<file path="config.mk">
export PLATFORM = sky130hd
export DESIGN_NAME = shifter_arbiter
export DESIGN_NICKNAME = d
export VERILOG_FILES = /design/src/rtl/shifter_arbiter.sv
export SDC_FILE = /design/constraint.sdc
export NUM_CORES = 1
export LEC_CHECK = 0
export CAP_MARGIN = 20
export CORE_ASPECT_RATIO = 1.25
export CORE_MARGIN = 2
export CORE_UTILIZATION = 30
export CTS_CLUSTER_SIZE = 40
export DETAILED_ROUTE_END_ITERATION = 8
export PLACE_DENSITY = 0.68
export SYNTH_ARGS = -nofsm -noshare
export SYNTH_HDL_FRONTEND = slang
export SYNTH_SLANG_ARGS = --single-unit
</file>
<file path="constraint.sdc">
create_clock -name Clk -period 1.9 [get_ports Clk]
set_clock_uncertainty 0.05 [all_clocks]
set_input_delay 0.38 -clock Clk [delete_from_list [all_inputs] [get_ports Clk]]
set_output_delay 0.38 -clock Clk [all_outputs]
set_load 0.05 [all_outputs]
</file>
<file path="src/rtl/shifter_arbiter.sv">
// Two-requester sequencer that time-shares one external 32-bit left shifter.
// Fixed 3-state pipeline: accept in IDLE, drive shifter in ISSUE, hold result in RESP.
module shifter_arbiter #(
    parameter int CNT_W = 16
) (
    input  logic             Clk,
    input  logic             Rst,
    input  logic             ReqValidA,
    output logic             ReqReadyA,
    input  logic [31:0]      ReqDataA,
    input  logic [4:0]       ReqAmtA,
    output logic             RspValidA,
    input  logic             RspReadyA,
    input  logic             ReqValidB,
    output logic             ReqReadyB,
    input  logic [31:0]      ReqDataB,
    input  logic [4:0]       ReqAmtB,
    output logic             RspValidB,
    input  logic             RspReadyB,
    output logic [31:0]      RspData,
    output logic [31:0]      ShIn1,
    output logic [31:0]      ShIn2,
    output logic             ShEnable,
    input  logic [31:0]      ShOut,
    output logic             Busy,
    output logic [CNT_W-1:0] OpCount
);

    typedef enum logic [1:0] {
        IDLE,
        ISSUE,
        RESP
    } state_t;

    state_t           state;
    logic             prio_b;
    logic             owner_b;
    logic [31:0]      op_reg;
    logic [4:0]       amt_reg;
    logic [31:0]      res_reg;
    logic             sh_en;
    logic             rsp_a;
    logic             rsp_b;
    logic             busy;
    logic [CNT_W-1:0] op_count;
    logic             grant_a;
    logic             grant_b;
    logic             rsp_take;

    // Ties go to prio_b; a lone requester always wins.
    always_comb begin
        grant_a = 1'b0;
        grant_b = 1'b0;
        if (state == IDLE) begin
            grant_a = ReqValidA && (!ReqValidB || !prio_b);
            grant_b = ReqValidB && (!ReqValidA || prio_b);
        end
    end

    assign rsp_take = owner_b ? RspReadyB : RspReadyA;

    // Operand/amount regs are cleared after ISSUE so the shifter sees 0 elsewhere.
    always_ff @(posedge Clk) begin
        if (Rst) begin
            state    <= IDLE;
            prio_b   <= 1'b0;
            owner_b  <= 1'b0;
            op_reg   <= '0;
            amt_reg  <= '0;
            res_reg  <= '0;
            sh_en    <= 1'b0;
            rsp_a    <= 1'b0;
            rsp_b    <= 1'b0;
            busy     <= 1'b0;
            op_count <= '0;
        end else begin
            unique case (state)
                IDLE: begin
                    if (grant_a || grant_b) begin
                        state   <= ISSUE;
                        owner_b <= grant_b;
                        prio_b  <= grant_a;
                        op_reg  <= grant_b ? ReqDataB : ReqDataA;
                        amt_reg <= grant_b ? ReqAmtB : ReqAmtA;
                        sh_en   <= 1'b1;
                        busy    <= 1'b1;
                    end
                end
                ISSUE: begin
                    state   <= RESP;
                    res_reg <= ShOut;
                    sh_en   <= 1'b0;
                    op_reg  <= '0;
                    amt_reg <= '0;
                    rsp_a   <= !owner_b;
                    rsp_b   <= owner_b;
                end
                RESP: begin
                    if (rsp_take) begin
                        state    <= IDLE;
                        rsp_a    <= 1'b0;
                        rsp_b    <= 1'b0;
                        busy     <= 1'b0;
                        op_count <= op_count + CNT_W'(1);
                    end
                end
                default: state <= IDLE;
            endcase
        end
    end

    assign ReqReadyA = grant_a;
    assign ReqReadyB = grant_b;
    assign RspValidA = rsp_a;
    assign RspValidB = rsp_b;
    assign RspData   = res_reg;
    assign ShIn1     = op_reg;
    assign ShIn2     = {27'b0, amt_reg};
    assign ShEnable  = sh_en;
    assign Busy      = busy;
    assign OpCount   = op_count;

endmodule
</file>
==> flow_summary.html <==
<table>
<tr><th>Metric</th><th>Value</th></tr>
<tr><th colspan="2">Status</th></tr>
<tr><td>Status</td><td>completed</td></tr>
<tr><th colspan="2">Place</th></tr>
<tr><td>Number of I/O port buffers</td><td>202</td></tr>
<tr><td>Setup slack after placement</td><td>-504 ps</td></tr>
<tr><td>DP Area</td><td>5920 sq um</td></tr>
<tr><td>Final Wtd Congestion</td><td>0.749</td></tr>
<tr><td>Half-perimeter wire length after detailed placement</td><td>roughly 9 mm</td></tr>
<tr><th colspan="2">Layout</th></tr>
<tr><td>Total Nets Final</td><td>roughly 740</td></tr>
<tr><td>Filler Cell Count</td><td>1182</td></tr>
<tr><td>Finished Cell Area</td><td>between 6000 and 7000 sq um</td></tr>
<tr><td>Core occupancy in the finished layout</td><td>between 40% and 50%</td></tr>
<tr><td>Count of inserted antenna diode cells</td><td>0</td></tr>
<tr><td>Fraction of final layout cells sized beyond drive strength 1</td><td>22.7%</td></tr>
<tr><td>Area grow syn2layout</td><td>62.7%</td></tr>
<tr><th colspan="2">Pwr</th></tr>
<tr><td>Sw Ratio</td><td>33.9%</td></tr>
<tr><td>Clock power share</td><td>32.1%</td></tr>
<tr><td>Pwr dens</td><td>864 nW/um^2</td></tr>
<tr><td>Cell-internal power</td><td>3.57 mW</td></tr>
<tr><td>Portion of total power attributed to combinational logic</td><td>27.9%</td></tr>
<tr><td>Switching component of the power</td><td>1.83 mW</td></tr>
<tr><td>Static leakage</td><td>2.75 nW</td></tr>
<tr><td>Flop pwr share</td><td>about two fifths</td></tr>
<tr><td>Peak supply drop</td><td>roughly 430 uV</td></tr>
<tr><th colspan="2">CTS</th></tr>
<tr><td>Inserted Clock Buffers</td><td>9</td></tr>
<tr><td># hold bufs at CTS</td><td>0</td></tr>
<tr><td>Number of clock sinks seen by CTS</td><td>93</td></tr>
<tr><td>Clock tree from TritonCTS</td><td>done</td></tr>
<tr><td>Maximum clock insertion buffer count</td><td>2</td></tr>
<tr><td>Cell at the root of the clock tree</td><td>sky130_fd_sc_hd__clkbuf_16</td></tr>
<tr><td>Count of H-tree levels built during CTS</td><td>3</td></tr>
<tr><td>Clock transition time at the flip-flop clock pins of the worst setup and hold paths</td><td>70 ps</td></tr>
<tr><td>Later-pin clock latency in the skew report</td><td>340 ps</td></tr>
<tr><th colspan="2">Detailed routing</th></tr>
<tr><td>Final routed wire length divided by cell count</td><td>about 14 um</td></tr>
<tr><td>Violation count after the first detailed-routing iteration</td><td>82</td></tr>
<tr><td>Vias per inst</td><td>4.61</td></tr>
<tr><td>Detailed Route WL</td><td>11.3 mm</td></tr>
<tr><td>1st-pass router iterations</td><td>4</td></tr>
<tr><td>Antenna-violating nets left</td><td>0</td></tr>
<tr><td>Number of remaining DRC errors</td><td>0</td></tr>
<tr><td>Vias after detailed routing</td><td>3690</td></tr>
<tr><th colspan="2">Timing</th></tr>
<tr><td>Fin. max-slew vios</td><td>0</td></tr>
<tr><td>Final total negative setup slack</td><td>0 ps</td></tr>
<tr><td>Final worst-path cycle share</td><td>95.6%</td></tr>
<tr><td>Number of setup violations in the final report</td><td>0</td></tr>
<tr><td>Peak Freq</td><td>551 MHz</td></tr>
<tr><td>Minimum clock period</td><td>roughly 1800 ps</td></tr>
<tr><td>Final Hold Violating Endpoints</td><td>0</td></tr>
<tr><td>Setup repair after global routing missed its margin</td><td>false</td></tr>
<tr><td>Worst setup slack after layout</td><td>84.5 ps</td></tr>
<tr><th colspan="2">Global route</th></tr>
<tr><td>Global route total overflow</td><td>0</td></tr>
<tr><td>Wire length of the first global-routing pass</td><td>18.0 mm</td></tr>
<tr><td>Number of antenna violations at the first check in global routing</td><td>0</td></tr>
<tr><td>Number of global-route vias before repair</td><td>3728</td></tr>
<tr><td>Pin count of the biggest net entering global routing</td><td>44</td></tr>
<tr><td>Tot GR Track Use</td><td>16.5%</td></tr>
<tr><th colspan="2">Critical path</th></tr>
<tr><td>Arr. time, crit path</td><td>slightly above 2000 ps</td></tr>
<tr><td>Library cell contributing the largest single delay on the critical path</td><td>sky130_fd_sc_hd__or4_4</td></tr>
<tr><td>Critical path capture point type</td><td>flip-flop</td></tr>
<tr><td>Critical Path, Cell by Cell</td><td>mux2i_2 -&gt; or4_4 -&gt; or4_4 -&gt; a21oi_2</td></tr>
<tr><td>Startpoint of the lowest-slack register-to-register path</td><td>owner_b</td></tr>
<tr><td>CP most frequent cell</td><td>sky130_fd_sc_hd__or4_4</td></tr>
<tr><td>Worst Setup SP</td><td>owner_b</td></tr>
<tr><td>Startpoint kind of the worst setup timing path</td><td>flip-flop</td></tr>
<tr><td>Largest incremental delay on the critical path</td><td>590 ps</td></tr>
<tr><td>Maximum net fanout on the critical path</td><td>8</td></tr>
<tr><td>Crit Path Class</td><td>reg2reg</td></tr>
<tr><td>Worst path required time</td><td>2130 ps</td></tr>
<tr><th colspan="2">Logic synthesis</th></tr>
<tr><td>Cells after synthesis</td><td>418</td></tr>
<tr><td>Netlist area before placement</td><td>3830 sq um</td></tr>
<tr><td>Flip-flop and latch count after synthesis</td><td>93</td></tr>
<tr><td>Yosys warns</td><td>0</td></tr>
<tr><td>Post-synth top area cell</td><td>sky130_fd_sc_hd__dfxtp_1</td></tr>
<tr><td>Adder-cell area share of the yosys netlist</td><td>0.326%</td></tr>
<tr><td>Yosys cell types</td><td>34</td></tr>
<tr><td>Dominant combinational cell family by area after synthesis</td><td>compound AO/OA/AOI/OAI gates</td></tr>
<tr><td>Mean cell area of the mapped netlist</td><td>9.17 sq um</td></tr>
<tr><td>Portion of netlist area occupied by mux cells</td><td>a little over 10%</td></tr>
<tr><td>Largest cells by area after synthesis</td><td>sky130_fd_sc_hd__dfxtp_1, sky130_fd_sc_hd__mux2i_1, sky130_fd_sc_hd__o2bb2ai_1, sky130_fd_sc_hd__nand2_1, sky130_fd_sc_hd__a21oi_1</td></tr>
<tr><td>Share of the synthesized area in compound gates (AO/OA/AOI/OAI)</td><td>15.9%</td></tr>
<tr><td>Simple logic cell fraction of the synthesized area</td><td>14.6%</td></tr>
<tr><td>Sequential-to-total area share from yosys stat</td><td>48.5%</td></tr>
<tr><td>Area fraction of the dominant cell type after synthesis</td><td>48.5%</td></tr>
<tr><td>Area share of xor/xnor cells in the synthesized design</td><td>1.83%</td></tr>
<tr><th colspan="2">Floorplanning</th></tr>
<tr><td>Standard-cell row count</td><td>46</td></tr>
<tr><td>Vertical die dimension</td><td>130 um</td></tr>
<tr><td>Die ar.</td><td>13700 sq um</td></tr>
<tr><td>I/O pin count</td><td>230</td></tr>
<tr><td>Core region area</td><td>12600 sq um</td></tr>
<tr><td>Die Span X</td><td>between 100 and 150 um</td></tr>
<tr><td>Initial standard-cell utilization of the core</td><td>30.4%</td></tr>
<tr><th colspan="2">Worst hold path</th></tr>
<tr><td>Hold Crit Class</td><td>reg2reg</td></tr>
<tr><td>HP Start</td><td>RspData[25]</td></tr>
<tr><th colspan="2">Run</th></tr>
<tr><td># Max-Cap Violations</td><td>0</td></tr>
</table>
-- layout by cell type (no fill, tap or decap), types with 2 or more instances in the layout --
| cell type | netlist | routed |
|---|---|---|
| sky130_fd_sc_hd__dlygate4sd2_1 | 0 | 9 |
| sky130_fd_sc_hd__nand3_1 | 8 | 7 |
| sky130_fd_sc_hd__dlymetal6s2s_1 | 0 | 2 |
| sky130_fd_sc_hd__nor4_1 | 2 | 2 |
| sky130_fd_sc_hd__xor2_1 | 3 | 3 |
| sky130_fd_sc_hd__o2bb2ai_1 | 37 | 37 |
| sky130_fd_sc_hd__inv_1 | 5 | 5 |
| sky130_fd_sc_hd__o31ai_1 | 2 | 2 |
| sky130_fd_sc_hd__o21ai_0 | 3 | 3 |
| sky130_fd_sc_hd__clkbuf_16 | 0 | 9 |
| sky130_fd_sc_hd__nor4b_1 | 2 | 2 |
| sky130_fd_sc_hd__buf_4 | 27 | 101 |
| sky130_fd_sc_hd__conb_1 | 1 | 27 |
| sky130_fd_sc_hd__nand4_1 | 3 | 3 |
| sky130_fd_sc_hd__dfxtp_4 | 0 | 4 |
| sky130_fd_sc_hd__a21oi_1 | 45 | 44 |
| sky130_fd_sc_hd__inv_6 | 0 | 4 |
| sky130_fd_sc_hd__dfxtp_2 | 0 | 3 |
| sky130_fd_sc_hd__clkdlybuf4s50_1 | 0 | 108 |
| sky130_fd_sc_hd__dfxtp_1 | 93 | 86 |
| sky130_fd_sc_hd__xnor2_1 | 5 | 5 |
| sky130_fd_sc_hd__or4_4 | 0 | 2 |
| sky130_fd_sc_hd__a31o_2 | 2 | 2 |
| sky130_fd_sc_hd__nand2_1 | 76 | 76 |
| sky130_fd_sc_hd__or3_1 | 2 | 2 |
| sky130_fd_sc_hd__nor3_1 | 3 | 3 |
| sky130_fd_sc_hd__nand2b_1 | 4 | 4 |
| sky130_fd_sc_hd__buf_12 | 0 | 6 |
| sky130_fd_sc_hd__or2_2 | 2 | 2 |
| sky130_fd_sc_hd__mux2i_1 | 38 | 37 |
| sky130_fd_sc_hd__nor2_1 | 16 | 14 |
| sky130_fd_sc_hd__nor2_2 | 0 | 2 |
-- routing by layer --
| layer | track usage (%) | vias up | share of wire [%] |
|---|---|---|---|
| li1 | - | 1816 | - |
| met4 | 6.51 | 0 | 1.4 |
| met2 | 30.6 | 177 | 53 |
| met1 | 17.8 | 1685 | 38 |
| met3 | 4.76 | 12 | 8.2 |
| met5 | 0 | - | 0 |
-- repair_timing --
action,in CTS,in global routing
endpoints found under the hold margin,0,0
gates resized for setup,11,5
buffers inserted,0,2
pin swaps,2,2
endpoints found under the setup margin,12,3
-- cells in the mapped netlist, drive strengths merged --
cell	count
dfxtp	93
nand2	76
a21oi	45
mux2i	38
o2bb2ai	37
buf	33
clkbuf	21
nor2	16
nand3	8
inv	5
xnor2	5
nand2b	4
nand4	3
nor3	3
o21ai	3
or4	3
xor2	3
a31o	2
nor2b	2
nor4	2
nor4b	2
o31ai	2
or2	2
or3	2
a21o	1
a31oi	1
and3	1
and4b	1
conb	1
ha	1
mux2	1
nand4b	1
-- cells by family (layout without fill, tap and decap cells) --
kind of cell               count (synthesis)  after routing
and+or+nand+nor                          126            126
other                                      1             27
AOI/OAI and AO/OA                         91             91
xor gates and xnor gates                   8              8
buffers and inverters                     59            248
DFF                                       93             93
muxes                                     39             39
adders and majority gates                  1              1
-- through the flow --
stage | instances | power (mW) | hold WS (ps)
floorplan | 444 | 3.13 | 394
global placement | 783 | 3.69 | 388
detailed placement | 783 | 3.71 | 399
CTS | 799 | 5.47 | 407
global route | 801 | 5.66 | 425
finish | 801 | 5.39 | 403
-- layout make-up --
type	count	area, sq um	share of cell area (%)
clock buffer	9	225	3.61
timing repair buffer	227	2070	33.2
multi-input combinational	292	1770	28.4
sequential	93	1880	30.1
inverter	5	18.8	0.301
clock inverter	7	62.6	1.00
tap	168	210	3.37
-- critical path, delay by kind of cell (launching register included) --
kind               cells  cell delay, ps
muxes                  1             160
DFF                    1             330
AOI/OAI and AO/OA      1             130
and+or+nand+nor        2            1090
-- power by group through the flow --
stage | clock network (mW) | registers, mW | logic, mW
after floorplan | 0 | 2.63 | 0.498
after global placement | 0 | 2.19 | 1.50
after detailed placement | 0 | 2.20 | 1.52
after CTS | 1.80 | 2.16 | 1.51
after global routing | 1.90 | 2.17 | 1.59
final | 1.73 | 2.16 | 1.50
-- worst paths after layout --
path | to | slack (ps) | cells past startpoint
min reg2reg | RspData[25] | 400 | 2
min | RspData[25] | 400 | 2
max | OpCount[15] | 80 | 4
max reg2reg | OpCount[15] | 80 | 4
Power figures use the tool's default switching activity.
